==> src/rtl/segment_pkg.sv <==
// -----------------------------------------------------------------------------
// segment_pkg
// Shared definitions for the serial 7-segment display driver:
//   - segment byte width and default digit count
//   - active-high segment patterns, byte layout {dp,g,f,e,d,c,b,a}
//   - frame sequencer state encoding
//   - bcd_to_seg(): BCD nibble to segment byte (non-decimal nibbles go dark)
// -----------------------------------------------------------------------------
package segment_pkg;

  localparam int SEG_BITS           = 8;
  localparam int DEFAULT_NUM_DIGITS = 11;

  localparam logic [SEG_BITS-1:0] SEG_0   = 8'h3F;
  localparam logic [SEG_BITS-1:0] SEG_1   = 8'h06;
  localparam logic [SEG_BITS-1:0] SEG_2   = 8'h5B;
  localparam logic [SEG_BITS-1:0] SEG_3   = 8'h4F;
  localparam logic [SEG_BITS-1:0] SEG_4   = 8'h66;
  localparam logic [SEG_BITS-1:0] SEG_5   = 8'h6D;
  localparam logic [SEG_BITS-1:0] SEG_6   = 8'h7D;
  localparam logic [SEG_BITS-1:0] SEG_7   = 8'h07;
  localparam logic [SEG_BITS-1:0] SEG_8   = 8'h7F;
  localparam logic [SEG_BITS-1:0] SEG_9   = 8'h6F;
  localparam logic [SEG_BITS-1:0] SEG_OFF = 8'h00;

  typedef enum logic [1:0] {
    ST_LOAD  = 2'd0,
    ST_SHIFT = 2'd1,
    ST_LATCH = 2'd2,
    ST_GAP   = 2'd3
  } state_t;

  // Decimal point is never lit, so bit 7 is always zero.
  function automatic logic [SEG_BITS-1:0] bcd_to_seg(input logic [3:0] bcd);
    logic [SEG_BITS-1:0] seg;
    case (bcd)
      4'd0:    seg = SEG_0;
      4'd1:    seg = SEG_1;
      4'd2:    seg = SEG_2;
      4'd3:    seg = SEG_3;
      4'd4:    seg = SEG_4;
      4'd5:    seg = SEG_5;
      4'd6:    seg = SEG_6;
      4'd7:    seg = SEG_7;
      4'd8:    seg = SEG_8;
      4'd9:    seg = SEG_9;
      default: seg = SEG_OFF;
    endcase
    return seg;
  endfunction

endpackage

==> src/rtl/bcd_to_7seg.sv <==
// -----------------------------------------------------------------------------
// bcd_to_7seg
// Purely combinational single-digit decoder.
// Ports:
//   i_bcd  [3:0] : BCD nibble
//   o_seg  [7:0] : active-high segments {dp,g,f,e,d,c,b,a}; 0xA-0xF -> dark
// -----------------------------------------------------------------------------
module bcd_to_7seg
  import segment_pkg::*;
(
  input  logic [3:0]          i_bcd,
  output logic [SEG_BITS-1:0] o_seg
);

  assign o_seg = bcd_to_seg(i_bcd);

endmodule

==> src/rtl/segment_driver.sv <==
// -----------------------------------------------------------------------------
// segment_driver
// Serial driver for a chain of cascaded shift-register/latch LED drivers.
// Every frame: capture + decode the BCD word (LOAD), shift all segment bits
// out MSB first on a divided clock (SHIFT), pulse the latch (LATCH), then
// idle (GAP) and repeat.
// Parameters:
//   CLK_DIV    : i_clk cycles per half-period of o_ledClk (>= 1)
//   NUM_DIGITS : number of digits on the chain
//   GAP_CYCLES : idle cycles between latch and next frame
// Ports:
//   i_clk     : system clock (rising edge)
//   i_resetn  : asynchronous active-low reset
//   i_bcdData : packed BCD, digit k at [4k+3:4k], digit 0 rightmost
//   o_ledClk  : serial shift clock
//   o_data    : serial segment data, stable around o_ledClk rising edges
//   o_lat     : latch strobe, active-high
//   o_blank   : display blank, high until the first latch completes
// -----------------------------------------------------------------------------
module segment_driver
  import segment_pkg::*;
#(
  parameter int CLK_DIV    = 4,
  parameter int NUM_DIGITS = DEFAULT_NUM_DIGITS,
  parameter int GAP_CYCLES = 16
) (
  input  logic                    i_clk,
  input  logic                    i_resetn,
  input  logic [4*NUM_DIGITS-1:0] i_bcdData,
  output logic                    o_ledClk,
  output logic                    o_data,
  output logic                    o_lat,
  output logic                    o_blank
);

  localparam int TOTAL_BITS = NUM_DIGITS * SEG_BITS;
  localparam int BIT_W      = $clog2(TOTAL_BITS);
  localparam int PERIOD     = 2 * CLK_DIV;
  localparam int CNT_MAX    = (PERIOD > GAP_CYCLES) ? PERIOD : GAP_CYCLES;
  localparam int CNT_W      = $clog2(CNT_MAX + 1);

  localparam logic [CNT_W-1:0] HALF_END   = CNT_W'(CLK_DIV - 1);
  localparam logic [CNT_W-1:0] PERIOD_END = CNT_W'(PERIOD - 1);
  localparam logic [CNT_W-1:0] GAP_END    = CNT_W'((GAP_CYCLES > 0) ? GAP_CYCLES - 1 : 0);
  localparam logic [BIT_W-1:0] LAST_BIT   = BIT_W'(TOTAL_BITS - 1);

  state_t                  r_state;
  state_t                  w_nextState;
  logic [CNT_W-1:0]        r_cnt;
  logic [BIT_W-1:0]        r_bitCnt;
  logic [TOTAL_BITS-1:0]   r_shift;
  logic                    r_ledClk;
  logic                    r_data;
  logic                    r_lat;
  logic                    r_blank;
  logic [TOTAL_BITS-1:0]   w_segWord;
  logic                    w_halfEnd;
  logic                    w_periodEnd;
  logic                    w_lastBit;
  logic                    w_cntClear;

  // One decoder per digit; digit NUM_DIGITS-1 lands in the top byte so it
  // leaves the shift register first, dp before a within each byte.
  for (genvar k = 0; k < NUM_DIGITS; k++) begin : g_dec
    bcd_to_7seg u_dec (
      .i_bcd (i_bcdData[4*k +: 4]),
      .o_seg (w_segWord[SEG_BITS*k +: SEG_BITS])
    );
  end

  assign w_halfEnd   = (r_cnt == HALF_END);
  assign w_periodEnd = (r_cnt == PERIOD_END);
  assign w_lastBit   = (r_bitCnt == LAST_BIT);

  // State register.
  always_ff @(posedge i_clk or negedge i_resetn) begin
    if (!i_resetn) begin
      r_state <= ST_LOAD;
    end else begin
      r_state <= w_nextState;
    end
  end

  // Next-state logic. SHIFT ends on the falling ledClk edge of the last bit;
  // LATCH lasts one full ledClk period with the shift clock held low.
  always_comb begin
    w_nextState = r_state;
    case (r_state)
      ST_LOAD: begin
        w_nextState = ST_SHIFT;
      end
      ST_SHIFT: begin
        if (w_periodEnd && w_lastBit) begin
          w_nextState = ST_LATCH;
        end
      end
      ST_LATCH: begin
        if (w_periodEnd) begin
          w_nextState = (GAP_CYCLES > 0) ? ST_GAP : ST_LOAD;
        end
      end
      ST_GAP: begin
        if (r_cnt == GAP_END) begin
          w_nextState = ST_LOAD;
        end
      end
      default: begin
        w_nextState = ST_LOAD;
      end
    endcase
  end

  // The one cycle counter restarts on every state change and at the end of
  // each bit period, so it times the ledClk halves, the latch and the gap.
  assign w_cntClear = (w_nextState != r_state) ||
                      ((r_state == ST_SHIFT) && w_periodEnd);

  always_ff @(posedge i_clk or negedge i_resetn) begin
    if (!i_resetn) begin
      r_cnt <= '0;
    end else if (w_cntClear) begin
      r_cnt <= '0;
    end else begin
      r_cnt <= r_cnt + 1'b1;
    end
  end

  // Datapath and registered outputs. Data only moves on the cycle ledClk
  // falls (or when the frame is loaded), giving a full half period of setup
  // and hold around every rising edge. Zeros shift in behind the frame so
  // o_data returns low once the last bit has gone out.
  always_ff @(posedge i_clk or negedge i_resetn) begin
    if (!i_resetn) begin
      r_shift  <= '0;
      r_bitCnt <= '0;
      r_ledClk <= 1'b0;
      r_data   <= 1'b0;
      r_lat    <= 1'b0;
      r_blank  <= 1'b1;
    end else begin
      case (r_state)
        ST_LOAD: begin
          r_shift  <= w_segWord;
          r_data   <= w_segWord[TOTAL_BITS-1];
          r_bitCnt <= '0;
          r_ledClk <= 1'b0;
        end
        ST_SHIFT: begin
          if (w_halfEnd) begin
            r_ledClk <= 1'b1;
          end
          if (w_periodEnd) begin
            r_ledClk <= 1'b0;
            r_shift  <= {r_shift[TOTAL_BITS-2:0], 1'b0};
            r_data   <= r_shift[TOTAL_BITS-2];
            if (w_lastBit) begin
              r_bitCnt <= '0;
              r_lat    <= 1'b1;
            end else begin
              r_bitCnt <= r_bitCnt + 1'b1;
            end
          end
        end
        ST_LATCH: begin
          if (w_periodEnd) begin
            r_lat   <= 1'b0;
            r_blank <= 1'b0;
          end
        end
        default: begin
        end
      endcase
    end
  end

  assign o_ledClk = r_ledClk;
  assign o_data   = r_data;
  assign o_lat    = r_lat;
  assign o_blank  = r_blank;

endmodule

==> config.mk <==
export PLATFORM = sky130hd
export DESIGN_NAME = segment_driver
export DESIGN_NICKNAME = d
export VERILOG_FILES = /design/src/rtl/segment_pkg.sv /design/src/rtl/bcd_to_7seg.sv /design/src/rtl/segment_driver.sv
export SDC_FILE = /design/constraint.sdc
export NUM_CORES = 1
export LEC_CHECK = 0
export BUFFER_PORTS_ARGS = -buffer_cell sky130_fd_sc_hd__buf_2
export CORE_ASPECT_RATIO = 1.1
export CORE_MARGIN = 1.5
export CORE_UTILIZATION = 35
export CTS_CLUSTER_DIAMETER = 60
export DETAILED_ROUTE_END_ITERATION = 10
export PLACE_DENSITY = 0.49
export SLEW_MARGIN = 0
export SYNTH_ARGS = -nofsm -noshare
export SYNTH_HDL_FRONTEND = slang
export SYNTH_SLANG_ARGS = --single-unit
==> constraint.sdc <==
create_clock -name i_clk -period 4.1 [get_ports i_clk]
set_clock_uncertainty 0.05 [all_clocks]
set_input_delay 0.82 -clock i_clk [delete_from_list [all_inputs] [get_ports i_clk]]
set_output_delay 0.82 -clock i_clk [all_outputs]
set_load 0.005 [all_outputs]
Word-level counts from Yosys, hierarchy flattened
Memory sizes are Yosys's and may differ from the RTL's.
Cells that the tools add are included.
W data, S select, Z words.
- bits in registers: 105
- latch bits: 0
- memory bits (writable): 0
- ROM bits: 1232
- input bits: 46
- output and inout port bits: 4
- logic and storage cells: 62
- memories: 11
- memory list (memory ; depth ; width ; read ports ; clocked after Yosys merged registers in ; write ports ; line ; RTL):
    (no name shown) ; 16 ; 7 ; 1 ; 0 ; 0 ; segment_pkg.sv:36 ; case (bcd)
    (no name shown) ; 16 ; 7 ; 1 ; 0 ; 0 ; segment_pkg.sv:36 ;
    (no name shown) ; 16 ; 7 ; 1 ; 0 ; 0 ; segment_pkg.sv:36 ;
    (no name shown) ; 16 ; 7 ; 1 ; 0 ; 0 ; segment_pkg.sv:36 ;
    (no name shown) ; 16 ; 7 ; 1 ; 0 ; 0 ; segment_pkg.sv:36 ;
    (no name shown) ; 16 ; 7 ; 1 ; 0 ; 0 ; segment_pkg.sv:36 ;
    +5 memories ; -- ; -- ; -- ; -- ; -- ; -- ;
- $add $sub $neg: 2
- multipliers: 0
- divide/modulo/power cells: 0
- magnitude comparators: 0
- equal/unequal tests: 12
- shifts and indexed selects: 0
- mux-type cells: 19
- bitwise logic cells: 0
- reductions and logical operators: 10
- operator list (kind ; count):
    $pmux W87 S2 ; 1
    $mux W87 ; 1
    $mux W7 ; 2
    $pmux W7 S2 ; 1
    $pmux W2 S4 ; 1
    $add A7 B1 Y7 const B ; 1
    $eq A7 B7 Y1 const B ; 1
    $mux W1 ; 6
    $mux W2 ; 3
    $ne A2 B2 Y1 const B ; 3
    $pmux W1 S2 ; 3
    $reduce_and A2 Y1 ; 3
    $add A5 B1 Y5 const B ; 1
    $eq A5 B2 Y1 const B ; 1
    $eq A5 B3 Y1 const B ; 1
    $eq A5 B4 Y1 const B ; 1
    $mux W5 ; 1
    $eq A2 B2 Y1 const B ; 2
    $reduce_and A4 Y1 ; 1
    $reduce_bool A2 Y1 ; 2
    $ne A3 B3 Y1 const B ; 1
    $eq A2 B1 Y1 const B ; 1
    $logic_and A1 B1 Y1 ; 2
    $logic_not A2 Y1 ; 1
    2 further kinds ; 2

Depth between registers and ports, before layout
Gate-level depths: netlist of run 1.
- word-level depth: 7
- gate-level depth with buffers: 8
- depth with buffers taken out: 6

Cells and area by module
A second synthesis of run 1 with hierarchy kept.
- cell total of the unflattened synthesis: 890
- area total of the unflattened synthesis: 7233.2 um^2
- by module, submodules not included (module ; instances ; cells an instance ; area an instance (um^2)):
    segment_driver ; 1 ; 578 ; 4858.4
    bcd_to_7seg at g_dec[10].u_dec ... ; 9 ; 28 ; 212.7
    bcd_to_7seg at g_dec[0].u_dec ... ; 2 ; 30 ; 230.2

Worst setup path before layout of run 1
OpenSTA, ideal clock, no wires.
- path kind: input-to-reg
- start: input port i_bcdData[23]
- end: register r_shift[46]
- library setup time: 0.083 ns
- data arrival time: 1.748 ns
- required time: 3.967 ns
- slack: 2.219 ns
- cell stages on the path: 5
- buffers on the path: 1
- cells stage by stage: buf_2 or3b_2 nand2_1 o22ai_1 o21ai_0
- word-level cells in the longest chain between the ends: 2
- ends and longest elaborated chain (element ; line ; RTL):
    start, declared ; segment_driver.sv:29 ; input logic [4*NUM_DIGITS-1:0] i_bcdData,
    $mem_v2 Z16 W7 ; -- ;
    $pmux W87 S2 ; segment_driver.sv:141 ; case (r_state)
    end signal, assigned ; segment_driver.sv:143 ; r_shift <= w_segWord;
    end signal, assigned ; segment_driver.sv:154 ; r_shift <= {r_shift[TOTAL_BITS-2:0], 1'b0};
    end, declared ; segment_driver.sv:51 ; logic [TOTAL_BITS-1:0] r_shift;
No other way between the ends.
A chain may end at the register's enable or synchronous reset.

Worst setup path in the final report of run 1
- start: register r_cnt[0]
- end: register r_shift[8]
- word-level cells in the longest chain between the ends: 3
- ends and longest elaborated chain (element ; line ; RTL):
    start, declared ; segment_driver.sv:49 ; logic [CNT_W-1:0] r_cnt;
    start signal, assigned ; segment_driver.sv:124 ; r_cnt <= r_cnt + 1'b1;
    $eq A5 B3 Y1 ; segment_driver.sv:72 ; assign w_periodEnd = (r_cnt == PERIOD_END);
    $ne A2 B2 Y1 (no source line) ; -- ;
    $reduce_and A2 Y1 (no source line) ; -- ;
No other way between the ends.

==> run summary, run 1 <==
WL final = 14120 µm
series of cell instances along the critical path = ha_1 > nand4bb_1 > a21o_4 > buf_4 > o21ai_0
power density normalized to cell area = 316.1 nW/µm²
Syn Nets = 885
final standard cell area without fillers = 7431 µm²
die outline width = 135.7 µm
Relative slew margins = 35.21%
starting density of the core = 35.63%
worst-case setup margin in the final layout = 1467 ps
all-layer global routing usage = 14.40%
pin count of the biggest net entering global routing = 93
core footprint = 19030 µm²
cell area after synthesis = 6782 µm²
row cnt = 53
routed length per instance = 13.72 µm
cell family contributing the most delay on the critical path = compound AO/OA/AOI/OAI gates
Pre-Repair DR Iteration Count = 6
clock buffers created by TritonCTS = 9
top post-synthesis cells by area = sky130_fd_sc_hd__dfrtp_1 (38%), sky130_fd_sc_hd__ha_1 (13%), sky130_fd_sc_hd__o21ai_0 (7.0%)
largest fanout on the critical path = 92
Synth top area share = 38.38%
cell at the root of the clock tree = sky130_fd_sc_hd__clkbuf_16
portion of the post-synthesis area used by sequential elements = 38.76%
post-synthesis cell type count = 51
final worst path period share = 64.22%
most area-hungry cell type in the Yosys netlist = sky130_fd_sc_hd__dfrtp_1
syn_area_per_cell = 8.796 µm²
worst hold slack = 412.6 ps
overall power consumption = 2.349 mW
Die Y-Extent = 149.0 µm
most frequently used cell type in the post-synthesis netlist = sky130_fd_sc_hd__dfrtp_1
Worst EP required = 4260 ps
DRC marker count from the first detailed-route iteration = 340
predominant post-synthesis flop cell = sky130_fd_sc_hd__dfrtp_1
CTS tree = built
final-report hold violation count = 0
count of input and output buffers = 49
fraction of final layout cells sized beyond drive strength 1 = 11.25%
worst setup path class = reg -> reg
# hold bufs at CTS = 0
initial antenna violation count = 0
num ports = 50
unrepaired setup endpoints after global routing = false
die area = 20220 µm²
clk slew on worst S/H paths = 70 ps
sum of negative setup slack = 0 ps
Setup Viol. Count Final = 0
outcome = finished clean
Yosys reg bits = 105
count of nets after finishing = 891
buffering stage count on the worst path with inverters included = 1
via total after detailed routing = 5328
number of max-cap violations = 0
DRC violations left = 0
total congestion overflow after global routing = 0
async set-reset flop share out of synthesis = 100.0%
antenna-violating nets left = 0
# Post-CTS Setup Buffers = 0
Max Transition Viols Final = 0
highest-delay cell along the critical path = sky130_fd_sc_hd__a21o_4
kind of launch point of the worst setup path = register
H-tree levels = 3
first-pass GRT wire length = 23810 µm
TritonCTS Sinks = 105
Synth top cells by count = sky130_fd_sc_hd__dfrtp_1 (104), sky130_fd_sc_hd__nand2_1 (96), sky130_fd_sc_hd__o21ai_0 (95), sky130_fd_sc_hd__ha_1 (68), sky130_fd_sc_hd__a21oi_1 (39)
Yosys warning total = 0
Resize count post-CTS = 0
arrival time of the worst setup path = 2800 ps
synth-to-layout area growth = 9.576%
shortest period the worst path allows = 2633 ps
slowest stage delay, CP = 730 ps
maximum vdd ir drop = 0.0002038 V
Routability Congestion = 0.7514
cell count after synthesis = 771
top achievable clock speed = 0.3798 GHz
HP Class = reg -> reg
diode insertion count for antenna repair = 0
insertion delay of the later-clocked pin in the worst-skew pair = 350 ps
EDFF count, synth = 0
measured slew at the worst slew-check pin = 970.8 ps
critical path endpoint category = register
cell area after placement = 7101 µm²
via count of the first global-routing pass = 5047
half-perimeter wire length after placement = 9623 µm
CTS Buffer Depth = 2
Post-Place Worst Slack = 1495 ps
via density per instance = 5.178
static leakage = 3.289 nW
-- metrics by stage --
stage / cells / util [%]
finish: 1029 / 39.04
global route: 1029 / 39.04
CTS: 1029 / 39.04
detailed placement: 1013 / 37.31
global placement: 1013 / 37.31
floorplan: 771 / -
-- layout make-up --
cell class                      instances  area, µm²
Tap cell                              247      309.0
Timing Repair Buffer                   55      292.8
Fill cell                            1917      11600
Multi-Input combinational cell        570       3735
Clock inverter                          4      73.82
Inverter                               36      135.1
Clock buffer                           12      256.5
Sequential cell                       105       2629
-- worst register-to-register path: stages (launching register included) --
cell	delay (ps)
sky130_fd_sc_hd__dfrtp_1	400
sky130_fd_sc_hd__ha_1	270
sky130_fd_sc_hd__nand4bb_1	410
sky130_fd_sc_hd__a21o_4	730
sky130_fd_sc_hd__buf_4	490
sky130_fd_sc_hd__o21ai_0	170
-- metal layers --
metal / share of wire, % / vias up / wire length [µm] / track usage, %
met5: 0 / - / 0 / 0
met4: 0.98 / 0 / 138 / 2.903
met1: 49 / 2520 / 6966 / 19.55
met2: 46 / 76 / 6547 / 23.58
met3: 3.3 / 8 / 470 / 3.194
li1: - / 2724 / - / -
-- kinds of logic (layout without fill, tap and decap cells) --
| logic type | Yosys count | in the layout | synth area share (%) |
|---|---|---|---|
| mux | 2 | 2 | 0.3321 |
| buf+inv | 96 | 107 | 6.292 |
| fa+ha+maj | 68 | 68 | 12.55 |
| xor+xnor | 10 | 10 | 1.292 |
| flops | 105 | 105 | 38.76 |
| compound gates | 272 | 272 | 24.69 |
| simple gates | 218 | 218 | 16.09 |
-- final timing paths --
check,from,endpoint,slack [ps],cells past startpoint
hold / removal,r_cnt[0]$_DFF_PN0_,r_cnt[0]$_DFF_PN0_,410,1
min in group asynchronous,i_resetn,r_shift[80]$_DFFE_PN0P_,470,1
setup / recovery,r_cnt[0]$_DFF_PN0_,r_shift[8]$_DFFE_PN0P_,1470,5
setup reg to reg,r_cnt[0]$_DFF_PN0_,r_shift[8]$_DFFE_PN0P_,1470,5
hold reg to reg,r_cnt[0]$_DFF_PN0_,r_cnt[0]$_DFF_PN0_,410,1
max in group asynchronous,i_resetn,o_blank$_DFFE_PN1P_,2660,2
-- power by group --
group	internal, mW	switching (mW)	total, mW
clock network	0.570	0.375	0.945
registers	1.10	0.0337	1.13
logic	0.117	0.156	0.273
-- cells in the final DEF, fill, tap and decap left out, types with 3 or more instances in the layout --
cell	count
sky130_fd_sc_hd__nand2_1	96
sky130_fd_sc_hd__a211oi_1	20
sky130_fd_sc_hd__buf_2	48
sky130_fd_sc_hd__or3_1	4
sky130_fd_sc_hd__a22o_1	11
sky130_fd_sc_hd__o31ai_1	8
sky130_fd_sc_hd__ha_1	68
sky130_fd_sc_hd__nor3_1	7
sky130_fd_sc_hd__and3_1	3
sky130_fd_sc_hd__a21boi_0	3
sky130_fd_sc_hd__or3b_2	9
sky130_fd_sc_hd__inv_1	36
sky130_fd_sc_hd__nand3_1	7
sky130_fd_sc_hd__o221ai_1	13
sky130_fd_sc_hd__a22oi_1	4
sky130_fd_sc_hd__o21ai_0	95
sky130_fd_sc_hd__a21oi_1	39
sky130_fd_sc_hd__o211ai_1	11
sky130_fd_sc_hd__a31oi_1	5
sky130_fd_sc_hd__nor2_1	25
sky130_fd_sc_hd__nand2b_1	30
sky130_fd_sc_hd__nor2b_1	30
sky130_fd_sc_hd__clkbuf_16	9
sky130_fd_sc_hd__xnor2_1	8
sky130_fd_sc_hd__dfrtp_1	104
sky130_fd_sc_hd__o22ai_1	28
sky130_fd_sc_hd__o21ai_1	18
sky130_fd_sc_hd__buf_4	7
-- registers in the layout, summed over array words and instances (netlist names) --
signal and count:
o_lat 1, o_blank 1, o_ledClk 1, r_shift 87, r_state 2, r_bitCnt 7, r_cnt 5, o_data 1
(Power assumes the default switching activity.)
==> inputs of run 2 (changes only) <==
Settings changed: PLACE_DENSITY 0.49 to 0.51.
Clock period 4.1 ns to 2.35 ns, I/O delays scaled along.
==> run summary, run 2 (synthesis gave the netlist of run 1 again) <==
outcome = finished clean
# hold bufs at CTS = 0
max FFs per register = 87
top achievable clock speed = 0.5098 GHz
CTS tree = built
Filler Cells Inserted = 1892
Routability Congestion = 0.7831
cell at the root of the clock tree = sky130_fd_sc_hd__clkbuf_16
die area = 20220 µm²
worst r2r dst = r_shift[47]$_DFFE_PN0P_
initial antenna violation count = 0
insertion delay of the later-clocked pin in the worst-skew pair = 350 ps
arrival time of the worst setup path = 2150 ps
HP Class = in -> async
Setup Viol. Count Final = 0
via count of the first global-routing pass = 5151
all-layer global routing usage = 14.74%
CTS Buffer Depth = 2
reg-to-reg critical path startpoint = r_cnt[0]$_DFF_PN0_
clock buffers created by TritonCTS = 9
measured slew at the worst slew-check pin = 591.5 ps
TritonCTS Sinks = 105
unrepaired setup endpoints after global routing = false
via density per instance = 5.123
count of nets after finishing = 901
synth-to-layout area growth = 11.53%
final worst path period share = 83.47%
Max Transition Viols Final = 0
most common cell after layout, fill and taps aside = sky130_fd_sc_hd__dfrtp_1
slowest stage delay, CP = 450 ps
via total after detailed routing = 5323
commonest cells after routing, fill and taps aside = sky130_fd_sc_hd__dfrtp_1 (104), sky130_fd_sc_hd__nand2_1 (96), sky130_fd_sc_hd__o21ai_0 (95)
worst setup path class = reg -> reg
static leakage = 3.345 nW
pin count of the biggest net entering global routing = 53
Finished Core Util = 39.74%
Die Y-Extent = 149.0 µm
shortest period the worst path allows = 1962 ps
routed length per instance = 13.77 µm
highest-delay cell along the critical path = sky130_fd_sc_hd__a21o_4
H-tree levels = 3
register bank with the most flops = r_shift
DRC violations left = 0
Resize count post-CTS = 0
row cnt = 53
WL final = 14310 µm
final-report hold violation count = 0
setup slack, reg-to-reg = 390 ps
# Post-CTS Setup Buffers = 0
Pre-Repair DR Iteration Count = 5
series of cell instances along the critical path = ha_1 > nand4bb_1 > a21o_4 > buf_12 > a22o_1
number of max-cap violations = 0
critical path endpoint category = register
antenna-violating nets left = 0
first-pass GRT wire length = 24280 µm
worst hold slack = 72.30 ps
largest registers in the final layout = r_shift: 87 flops, r_bitCnt: 7 flops, r_cnt: 5 flops
fraction of final layout cells sized beyond drive strength 1 = 12.25%
maximum vdd ir drop = 0.0003289 V
count of input and output buffers = 49
Worst EP required = 2540 ps
power density normalized to cell area = 535.8 nW/µm²
die outline width = 135.7 µm
total congestion overflow after global routing = 0
sum of negative setup slack = 0 ps
starting density of the core = 35.63%
half-perimeter wire length after placement = 10230 µm
number of cells traversed by the worst register-to-register path = 5
DRC marker count from the first detailed-route iteration = 292
largest fanout on the critical path = 48
kind of launch point of the worst setup path = register
core footprint = 19030 µm²
num ports = 50
Relative slew margins = 60.56%
diode insertion count for antenna repair = 0
clk slew on worst S/H paths = 70 ps
run 2: cell types whose count changed in the layout (fill, tap and decap cells not counted), sizes merged:
cell | before | now
clkinvlp | 0 | 2
inv | 37 | 36
buf | 55 | 65
clkbuf | 12 | 11
run 2: routing by layer:
metal	wire length, µm	vias to the layer above	global-route usage, %
met5	0	-	0
met4	134	0	3.118
met1	6972	2509	19.52
met3	471	11	3.568
met2	6731	62	24.42
li1	-	2741	-
run 2: worst max-delay path, delay by kind of cell, from the launching register on:
family                     cells  cell delay (ps)
AOI/OAI and AO/OA              2              680
adders and majority gates      1              240
buffers and inverters          1              240
DFF                            1              370
and+or+nand+nor                1              260
run 2: worst max path at each step:
stage                                  start                       to  depth (start not counted)
after global placement    r_cnt[0]$_DFF_PN0_  r_bitCnt[4]$_DFFE_PN0P_                          6
after floorplan           r_cnt[0]$_DFF_PN0_  r_shift[33]$_DFFE_PN0P_                          8
after global routing      r_cnt[0]$_DFF_PN0_  r_shift[25]$_DFFE_PN0P_                          5
after CTS                 r_cnt[0]$_DFF_PN0_  r_shift[71]$_DFFE_PN0P_                          5
final                     r_cnt[0]$_DFF_PN0_  r_shift[47]$_DFFE_PN0P_                          5
after detailed placement  r_cnt[0]$_DFF_PN0_  r_shift[71]$_DFFE_PN0P_                          5
run 2: layout make-up:
class | instances | area [µm²] | share of cell area, %
clock inverter | 5 | 80.08 | 1.059
sequential | 105 | 2629 | 34.76
timing repair buffer | 65 | 442.9 | 5.856
multi-input combinational | 570 | 3735 | 49.38
inverter | 36 | 135.1 | 1.787
tap | 247 | 309.0 | 4.086
clock buffer | 11 | 232.7 | 3.077
run 2: power by group:
part,leakage (nW),internal (mW),switching (mW)
sequential,1.31,1.91,0.0618
clock,0.146,0.933,0.658
combinational,1.89,0.211,0.276
total,3.34,3.06,0.996
run 2: metrics by stage:
stage               power, mW  setup WS (ps)  instance area, µm²  cells
global placement        2.481          422.0                7251   1023
detailed placement      2.502          367.4                7251   1023
floorplan               2.311          718.7                6782    771
finish                  4.052          388.4                7564   1039
CTS                     4.117          357.8                7564   1039
global route            4.263          153.8                7564   1039
